===== src/rtl/hdlc_tx_framer_if.sv =====
// Byte-stream and status bundle between a frame source and the HDLC framer.
//   master : frame source; drives Tx_Data/Tx_Valid/Tx_Last/Tx_FCSen/Tx_AbortFrame,
//            observes Tx_Ready, the serial line Tx and the status pulses.
//   slave  : the framer; the mirror image of master.
interface hdlc_tx_framer_if;
  logic [7:0] Tx_Data;
  logic       Tx_Valid;
  logic       Tx_Last;
  logic       Tx_Ready;
  logic       Tx_FCSen;
  logic       Tx_AbortFrame;
  logic       Tx;
  logic       Tx_Busy;
  logic       Tx_Done;
  logic       Tx_Aborted;
  logic       Tx_Underrun;

  modport master (
    output Tx_Data, Tx_Valid, Tx_Last, Tx_FCSen, Tx_AbortFrame,
    input  Tx_Ready, Tx, Tx_Busy, Tx_Done, Tx_Aborted, Tx_Underrun
  );

  modport slave (
    input  Tx_Data, Tx_Valid, Tx_Last, Tx_FCSen, Tx_AbortFrame,
    output Tx_Ready, Tx, Tx_Busy, Tx_Done, Tx_Aborted, Tx_Underrun
  );
endinterface


===== src/rtl/hdlc_tx_framer.sv =====
// Transmit-side HDLC framer. Takes frame bytes over a valid/ready handshake and
// serialises them LSB first at one bit per clock: opening flag 0x7E, payload with
// zero insertion after five consecutive ones, optional inverted CRC-16 FCS, closing
// flag. Aborts (0 followed by seven 1s) are sent on request or on underrun.
// Ports:
//   Clk  : system clock, all state changes on the rising edge
//   Rst  : asynchronous, active-high reset
//   txIf : slave side of hdlc_tx_framer_if (byte handshake, abort request,
//          FCS enable, registered serial output Tx, busy/done/aborted/underrun)
module hdlc_tx_framer #(
  parameter logic [15:0] CRC_POLY   = 16'h8408,
  parameter logic [15:0] CRC_INIT   = 16'hFFFF,
  parameter logic        IDLE_LEVEL = 1'b1
) (
  input  logic             Clk,
  input  logic             Rst,
  hdlc_tx_framer_if.slave  txIf
);
  localparam logic [2:0] IDLE       = 3'd0;
  localparam logic [2:0] START_FLAG = 3'd1;
  localparam logic [2:0] DATA       = 3'd2;
  localparam logic [2:0] FCS        = 3'd3;
  localparam logic [2:0] END_FLAG   = 3'd4;
  localparam logic [2:0] ABORT      = 3'd5;
  localparam logic [7:0] FLAG_BYTE  = 8'h7E;

  // Every register describes the bit currently on Tx: bitCnt is its index within
  // the flag/byte/FCS, stuffReg marks it as an inserted zero, onesCnt counts the
  // run of ones ending with it.
  logic [2:0]  stateReg;
  logic [3:0]  bitCnt;
  logic [15:0] shiftReg;
  logic [2:0]  onesCnt;
  logic        stuffReg;
  logic        lastReg;
  logic        fcsEnReg;
  logic [15:0] crcReg;
  logic        txReg;
  logic        busyReg;
  logic        doneReg;
  logic        abortedReg;

  logic       inFrame;
  logic       abortReq;
  logic       stuffPending;
  logic       byteEnd;
  logic       byteNeeded;
  logic       underrun;
  logic [2:0] flagIdx;

  function automatic logic [15:0] crcStep(input logic [15:0] crc, input logic b);
    crcStep = (crc >> 1) ^ ((crc[0] ^ b) ? CRC_POLY : 16'h0000);
  endfunction

  function automatic logic [2:0] onesStep(input logic [2:0] n, input logic b);
    onesStep = b ? n + 3'd1 : 3'd0;
  endfunction

  assign inFrame      = (stateReg != IDLE) && (stateReg != ABORT);
  assign abortReq     = txIf.Tx_AbortFrame && inFrame;
  assign stuffPending = ((stateReg == DATA) || (stateReg == FCS)) && !stuffReg && (onesCnt == 3'd5);
  assign byteEnd      = (bitCnt[2:0] == 3'd7);
  // When the last bit of a byte completes a run of five ones, the trailing stuffed
  // zero is the byte's final wire cycle, so the handoff moves into that cycle.
  assign byteNeeded   = ((stateReg == START_FLAG) && byteEnd) ||
                        ((stateReg == DATA) && byteEnd && !stuffPending && !lastReg);
  assign underrun     = byteNeeded && !txIf.Tx_Valid;
  assign flagIdx      = bitCnt[2:0] + 3'd1;

  assign txIf.Tx_Ready    = byteNeeded && !abortReq;
  assign txIf.Tx_Underrun = underrun;
  assign txIf.Tx          = txReg;
  assign txIf.Tx_Busy     = busyReg;
  assign txIf.Tx_Done     = doneReg;
  assign txIf.Tx_Aborted  = abortedReg;

  always_ff @(posedge Clk or posedge Rst) begin
    if (Rst) begin
      stateReg   <= IDLE;
      bitCnt     <= 4'd0;
      shiftReg   <= 16'h0000;
      onesCnt    <= 3'd0;
      stuffReg   <= 1'b0;
      lastReg    <= 1'b0;
      fcsEnReg   <= 1'b0;
      crcReg     <= CRC_INIT;
      txReg      <= IDLE_LEVEL;
      busyReg    <= 1'b0;
      doneReg    <= 1'b0;
      abortedReg <= 1'b0;
    end else begin
      doneReg    <= 1'b0;
      abortedReg <= 1'b0;
      if (abortReq || underrun) begin
        // Current bit is abandoned; the abort pattern starts with its leading 0.
        stateReg <= ABORT;
        bitCnt   <= 4'd0;
        txReg    <= 1'b0;
        stuffReg <= 1'b0;
        onesCnt  <= 3'd0;
      end else begin
        case (stateReg)
          IDLE: begin
            if (txIf.Tx_Valid) begin
              stateReg <= START_FLAG;
              bitCnt   <= 4'd0;
              txReg    <= FLAG_BYTE[0];
              fcsEnReg <= txIf.Tx_FCSen;
              crcReg   <= CRC_INIT;
              onesCnt  <= 3'd0;
              stuffReg <= 1'b0;
              busyReg  <= 1'b1;
            end
          end
          START_FLAG, DATA: begin
            if (stuffPending) begin
              txReg    <= 1'b0;
              stuffReg <= 1'b1;
              onesCnt  <= 3'd0;
            end else if (byteEnd && (stateReg == START_FLAG || !lastReg)) begin
              // Handoff cycle; underrun was ruled out above, so the byte is valid.
              stateReg <= DATA;
              bitCnt   <= 4'd0;
              shiftReg <= {8'h00, txIf.Tx_Data};
              lastReg  <= txIf.Tx_Last;
              txReg    <= txIf.Tx_Data[0];
              stuffReg <= 1'b0;
              crcReg   <= crcStep(crcReg, txIf.Tx_Data[0]);
              onesCnt  <= onesStep(onesCnt, txIf.Tx_Data[0]);
            end else if (byteEnd && fcsEnReg) begin
              stateReg <= FCS;
              bitCnt   <= 4'd0;
              shiftReg <= ~crcReg;
              txReg    <= ~crcReg[0];
              stuffReg <= 1'b0;
              onesCnt  <= onesStep(onesCnt, ~crcReg[0]);
            end else if (byteEnd) begin
              stateReg <= END_FLAG;
              bitCnt   <= 4'd0;
              txReg    <= FLAG_BYTE[0];
              stuffReg <= 1'b0;
              onesCnt  <= 3'd0;
            end else if (stateReg == START_FLAG) begin
              bitCnt <= bitCnt + 4'd1;
              txReg  <= FLAG_BYTE[flagIdx];
            end else begin
              bitCnt   <= bitCnt + 4'd1;
              shiftReg <= shiftReg >> 1;
              txReg    <= shiftReg[1];
              stuffReg <= 1'b0;
              crcReg   <= crcStep(crcReg, shiftReg[1]);
              onesCnt  <= onesStep(onesCnt, shiftReg[1]);
            end
          end
          FCS: begin
            if (stuffPending) begin
              txReg    <= 1'b0;
              stuffReg <= 1'b1;
              onesCnt  <= 3'd0;
            end else if (bitCnt == 4'd15) begin
              stateReg <= END_FLAG;
              bitCnt   <= 4'd0;
              txReg    <= FLAG_BYTE[0];
              stuffReg <= 1'b0;
              onesCnt  <= 3'd0;
            end else begin
              // CRC is frozen while its complement is on the wire.
              bitCnt   <= bitCnt + 4'd1;
              shiftReg <= shiftReg >> 1;
              txReg    <= shiftReg[1];
              stuffReg <= 1'b0;
              onesCnt  <= onesStep(onesCnt, shiftReg[1]);
            end
          end
          END_FLAG: begin
            if (byteEnd) begin
              stateReg <= IDLE;
              txReg    <= IDLE_LEVEL;
              busyReg  <= 1'b0;
              doneReg  <= 1'b1;
            end else begin
              bitCnt <= bitCnt + 4'd1;
              txReg  <= FLAG_BYTE[flagIdx];
            end
          end
          ABORT: begin
            if (byteEnd) begin
              stateReg   <= IDLE;
              txReg      <= IDLE_LEVEL;
              busyReg    <= 1'b0;
              abortedReg <= 1'b1;
            end else begin
              bitCnt <= bitCnt + 4'd1;
              txReg  <= 1'b1;
            end
          end
          default: stateReg <= IDLE;
        endcase
      end
    end
  end
endmodule


===== src/flat_wrapper.sv =====
// flat-port wrapper written by rule: the top's interface ports become plain ports
module hdlc_tx_framer_flat 
#(
  parameter logic [15:0] CRC_POLY   = 16'h8408,
  parameter logic [15:0] CRC_INIT   = 16'hFFFF,
  parameter logic        IDLE_LEVEL = 1'b1
)
  (Clk, Rst, txIf_Tx_Data, txIf_Tx_Valid, txIf_Tx_Last, txIf_Tx_FCSen, txIf_Tx_AbortFrame, txIf_Tx_Ready, txIf_Tx, txIf_Tx_Busy, txIf_Tx_Done, txIf_Tx_Aborted, txIf_Tx_Underrun);
  hdlc_tx_framer_if txIf_i ();
  input  logic Clk;
  input  logic Rst;
  input wire logic [$bits(txIf_i.Tx_Data)-1:0] txIf_Tx_Data;
  input wire logic [$bits(txIf_i.Tx_Valid)-1:0] txIf_Tx_Valid;
  input wire logic [$bits(txIf_i.Tx_Last)-1:0] txIf_Tx_Last;
  input wire logic [$bits(txIf_i.Tx_FCSen)-1:0] txIf_Tx_FCSen;
  input wire logic [$bits(txIf_i.Tx_AbortFrame)-1:0] txIf_Tx_AbortFrame;
  output wire logic [$bits(txIf_i.Tx_Ready)-1:0] txIf_Tx_Ready;
  output wire logic [$bits(txIf_i.Tx)-1:0] txIf_Tx;
  output wire logic [$bits(txIf_i.Tx_Busy)-1:0] txIf_Tx_Busy;
  output wire logic [$bits(txIf_i.Tx_Done)-1:0] txIf_Tx_Done;
  output wire logic [$bits(txIf_i.Tx_Aborted)-1:0] txIf_Tx_Aborted;
  output wire logic [$bits(txIf_i.Tx_Underrun)-1:0] txIf_Tx_Underrun;
  assign txIf_i.Tx_Data = txIf_Tx_Data;
  assign txIf_i.Tx_Valid = txIf_Tx_Valid;
  assign txIf_i.Tx_Last = txIf_Tx_Last;
  assign txIf_i.Tx_FCSen = txIf_Tx_FCSen;
  assign txIf_i.Tx_AbortFrame = txIf_Tx_AbortFrame;
  assign txIf_Tx_Ready = txIf_i.Tx_Ready;
  assign txIf_Tx = txIf_i.Tx;
  assign txIf_Tx_Busy = txIf_i.Tx_Busy;
  assign txIf_Tx_Done = txIf_i.Tx_Done;
  assign txIf_Tx_Aborted = txIf_i.Tx_Aborted;
  assign txIf_Tx_Underrun = txIf_i.Tx_Underrun;
  hdlc_tx_framer #(.CRC_POLY(CRC_POLY), .CRC_INIT(CRC_INIT), .IDLE_LEVEL(IDLE_LEVEL)) u_core (.Clk(Clk), .Rst(Rst), .txIf(txIf_i));
endmodule

===== config.mk =====
export PLATFORM = sky130hd
export DESIGN_NAME = hdlc_tx_framer_flat
export DESIGN_NICKNAME = d
export VERILOG_FILES = /design/src/rtl/hdlc_tx_framer_if.sv /design/src/rtl/hdlc_tx_framer.sv /design/src/flat_wrapper.sv
export SDC_FILE = /design/constraint.sdc
export NUM_CORES = 1
export LEC_CHECK = 0
export ABC_AREA = 1
export ABC_CLOCK_PERIOD_IN_PS = 1900
export BUFFER_PORTS_ARGS = -buffer_cell sky130_fd_sc_hd__buf_2
export CORE_MARGIN = 2
export CORE_UTILIZATION = 50
export CTS_BUF_LIST = sky130_fd_sc_hd__clkbuf_4
export CTS_CLUSTER_DIAMETER = 60
export DETAILED_ROUTE_END_ITERATION = 6
export GPL_ROUTABILITY_DRIVEN = 0
export PLACE_DENSITY_LB_ADDON = 0.2
export SLEW_MARGIN = 15
export SYNTH_ARGS = -nofsm -noshare
export SYNTH_HDL_FRONTEND = slang
export SYNTH_SLANG_ARGS = --single-unit

===== constraint.sdc =====
create_clock -name Clk -period 1.9 [get_ports Clk]
set_input_delay 0.095 -clock Clk [delete_from_list [all_inputs] [get_ports Clk]]
set_output_delay 0.095 -clock Clk [all_outputs]
set_load 0.05 [all_outputs]

==> results.sh <==
export IMPL_status="finished with violations"
export IMPL_failed_checks="negative setup slack"
export IMPL_timing_final_crit_share_pct=103
export IMPL_synth_seq_cells=48
export IMPL_worstReg2RegStart="u_core.stateReg[2]"
export IMPL_yosysTopAreaCellShare_pct=26.0
export IMPL_stdcell_count=545
export IMPL_place_inst=510
export IMPL_synthesis_nets=426
export IMPL_wirelength_um=8380
export IMPL_relSlewSlack_pct=72.2
export IMPL_setup_ws_ns=-0.0552
export IMPL_htreeDepth=2
export IMPL_hold_depth=3
export IMPL_synthArstFlopShare_pct=100
export IMPL_holdPathEnd="u_core.txIf.Tx_Busy"
export IMPL_viasPerCell=5.45
export IMPL_grt_start_max_net_pins=31
export IMPL_yosysWarnings=0
export IMPL_drv_cap=0
export IMPL_syn2layout_area_growth_pct=26.1
export IMPL_grt_pass1_wl_um=12000
export IMPL_slowest_stage="dfrtp_2"
export IMPL_drtPass1Iterations=5
export IMPL_drc=0
export IMPL_cts_tree="done"
export IMPL_clock_path_buffers=2
export IMPL_ir_worst_vdd_mv=0.803
export IMPL_root_buffer="clkbuf_4"
export IMPL_yosysMostFrequentCell="nand2_1"
export IMPL_cpPeakStageDelay_ns=0.47
export IMPL_cp_arrival_ns=1.86
export IMPL_netlist_top_cells_count="nand2_1, nor2_1, dfrtp_1"
export IMPL_drive_gt1_share_pct=31.5
export IMPL_ys_top_cells_by_area="dfrtp_1, nand2_1, dfstp_2, nand3_1, nor2_1"
export IMPL_cp_start_kind="flip-flop"
export IMPL_powerDensity_nw_per_um2=1280
export IMPL_start_util_pct=51.0
export IMPL_synth_distinct_cells=37
export IMPL_r2r_end="u_core.shiftReg[1]"
export IMPL_grt_use_total_pct=23.8
export IMPL_rows=28
export IMPL_rsz0062_at_grt="true"
export IMPL_hold_path_class="in2reg"
export IMPL_p_leak_nw=1.88
export IMPL_required_ns=1.80
export IMPL_max_clock_freq_mhz=511
export IMPL_rrSetupSlack_ns=-0.01
export IMPL_synth_top_cell_by_area="dfrtp_1"
export IMPL_dr_total_vias=2968
export IMPL_path_clk_slew_ns=0.15
export IMPL_cp_top_family="simple AND/OR/NAND/NOR gates"
export IMPL_critPathKind="reg2out"
export IMPL_synth_area_sq_um=2980
export IMPL_antenna_found_initial=0
export IMPL_cts_buffers=5
export IMPL_clock_sinks=48
export IMPL_fin_setup_tns_ns=-0.105
export IMPL_crit_fanout=9
export IMPL_die_x_um=81.2
export IMPL_rr_worst_depth=10
export IMPL_setup_viol=7
export IMPL_layout_nets=488
export IMPL_crit_top_cell="nand2_4"
export IMPL_finalCriticalPeriod_ns=1.96
export IMPL_grt_pass1_vias=2481
export IMPL_routedWlPerCell_um=15.4
export IMPL_die_area_sq_um=6600
export IMPL_fin_hold_ws_ns=0.00722
export IMPL_maxSlewViolCount=0
export IMPL_num_io_pins=20
export IMPL_drt_iter0_drc=213
export IMPL_diodes=0
export IMPL_hp_start="txIf_Tx_Valid"
export IMPL_ant_nets=0
export IMPL_netlist_instances=407
export IMPL_synth_flop_cell="dfrtp_1"
export IMPL_endpoint_kind="output port"
export IMPL_critPathBufInv=3
export IMPL_dp_hpwl_um=5460
export IMPL_die_y_um=81.2
export IMPL_skew_ns=0.0176
export IMPL_synth_edff_count=0
export IMPL_worstMarginPinSlew_ns=0.416
export IMPL_coreArea_sq_um=5850
export IMPL_crit_chain="nor2_2, nand2_4, nand2_4, nand2_4, inv_4, nand3_4, inv_1, buf_6"
export IMPL_seq_area_frac_synth_pct=41.0
export IMPL_overflow=0
export IMPL_avgSynthCellArea_sq_um=7.33
export IMPL_io_buffers=19
export IMPL_hold_viol=0
export IMPL_clock_latency_ns=0.40
-- logic make-up (layout without fill, tap and decap cells) --
logic type	after synthesis	after routing	share of synthesized area, %
xor gates and xnor gates	2	2	0.588
DFF	48	48	41.0
and+or+nand+nor	235	240	36.3
buffers and inverters	44	102	6.67
adders and majority gates	5	5	2.10
muxes	1	1	0.378
AOI/OAI and AO/OA	72	72	13.0
-- what timing repair did --
| action | in CTS | in global routing |
|---|---|---|
| endpoints found under the hold margin | 20 | 0 |
| pin swaps | 2 | 13 |
| buffers inserted | 3 | 15 |
| gates resized for setup | 10 | 39 |
| endpoints found under the setup margin | 26 | 42 |
| gates cloned | 1 | 5 |
| hold buffers | 3 | 0 |
-- worst max path at each step --
stage	cells past startpoint	slack, ns	start	to
2_1_floorplan	7	0.06	u_core.bitCnt[0]	txIf_Tx_Ready
3_3_place_gp	12	-0.04	u_core.stateReg[1]	u_core.shiftReg[1]
3_5_place_dp	12	-0.07	u_core.bitCnt[0]	u_core.shiftReg[1]
4_1_cts	7	0.008	u_core.onesCnt[0]	txIf_Tx_Ready
5_1_grt	8	-0.16	u_core.stateReg[2]	txIf_Tx_Underrun
6_report	8	-0.06	u_core.stateReg[2]	txIf_Tx_Underrun
-- per-layer routing --
layer	vias to the layer above	part of all wire (%)	global-route usage (%)
met2	104	45	35.0
met3	28	6.1	3.67
met5	-	0	0
met4	0	2.9	5.42
met1	1386	46	36.6
li1	1450	-	-
-- cells in the final DEF, fill, tap and decap left out, types with 2 or more instances in the layout --
master | Yosys | layout
inv_4 | 1 | 3
clkinv_2 | 1 | 2
o21ai_1 | 23 | 24
nand2_1 | 140 | 134
buf_4 | 1 | 40
nand3_4 | 3 | 4
o31ai_1 | 7 | 7
buf_6 | 2 | 2
a21oi_2 | 1 | 3
dfrtp_1 | 31 | 29
nand2_4 | 2 | 7
nand4_1 | 3 | 3
dfrtp_2 | 0 | 2
dlygate4sd3_1 | 0 | 3
ha_1 | 5 | 3
dfstp_2 | 17 | 17
nor2_2 | 4 | 7
nor2_4 | 2 | 7
nand3_1 | 30 | 29
nand2_8 | 1 | 3
inv_1 | 22 | 18
nand2_2 | 7 | 8
inv_2 | 5 | 6
nor2_1 | 34 | 27
nand3b_1 | 2 | 2
clkbuf_4 | 0 | 5
nor3_1 | 3 | 3
buf_2 | 9 | 17
o21ai_0 | 19 | 18
ha_2 | 0 | 2
nand3_2 | 0 | 2
buf_12 | 0 | 2
a21oi_1 | 20 | 17
-- area by class of cell --
class / count / area [sq um]
Clock inverter: 3 / 17.5
Fill cell: 489 / 2090
Multi-Input combinational cell: 320 / 1750
Clock buffer: 5 / 37.5
Sequential cell: 48 / 1220
Inverter: 29 / 130
Timing Repair Buffer: 65 / 503
Tap cell: 75 / 93.8
-- through the flow --
stage,instance area (sq um),utilization (%),worst slack (ns),power (mW)
after global routing,3760,64.2,-0.162,5.14
after CTS,3430,58.7,0.00848,4.33
final,3760,64.2,-0.0552,4.83
after floorplan,2980,-,0.0556,3.19
after global placement,3280,56.0,-0.0371,3.73
after detailed placement,3280,56.0,-0.0717,3.76
-- registers in the layout (all words and copies together), names as in the netlist, 3 cells and up --
register / count
u_core.bitCnt: 4
u_core.crcReg: 16
u_core.onesCnt: 3
u_core.shiftReg: 15
u_core.stateReg: 3
-- worst register-to-register path: stages (launching register included) --
cell	delay [ns]
dfrtp_2	0.47
nor2_2	0.19
nand2_4	0.10
buf_4	0.18
nand2_8	0.10
nor2_2	0.06
a21oi_2	0.20
buf_4	0.17
nand3_4	0.13
o21ai_1	0.16
nand2_1	0.06
-- power breakdown --
group          switching, mW  internal, mW  leakage [nW]
Clock                  0.367         0.144        0.0330
Combinational           1.52         0.987          1.25
Sequential             0.327          1.48         0.597
Total                   2.22          2.61          1.88
No activity file was read; power rests on OpenSTA's default activity.
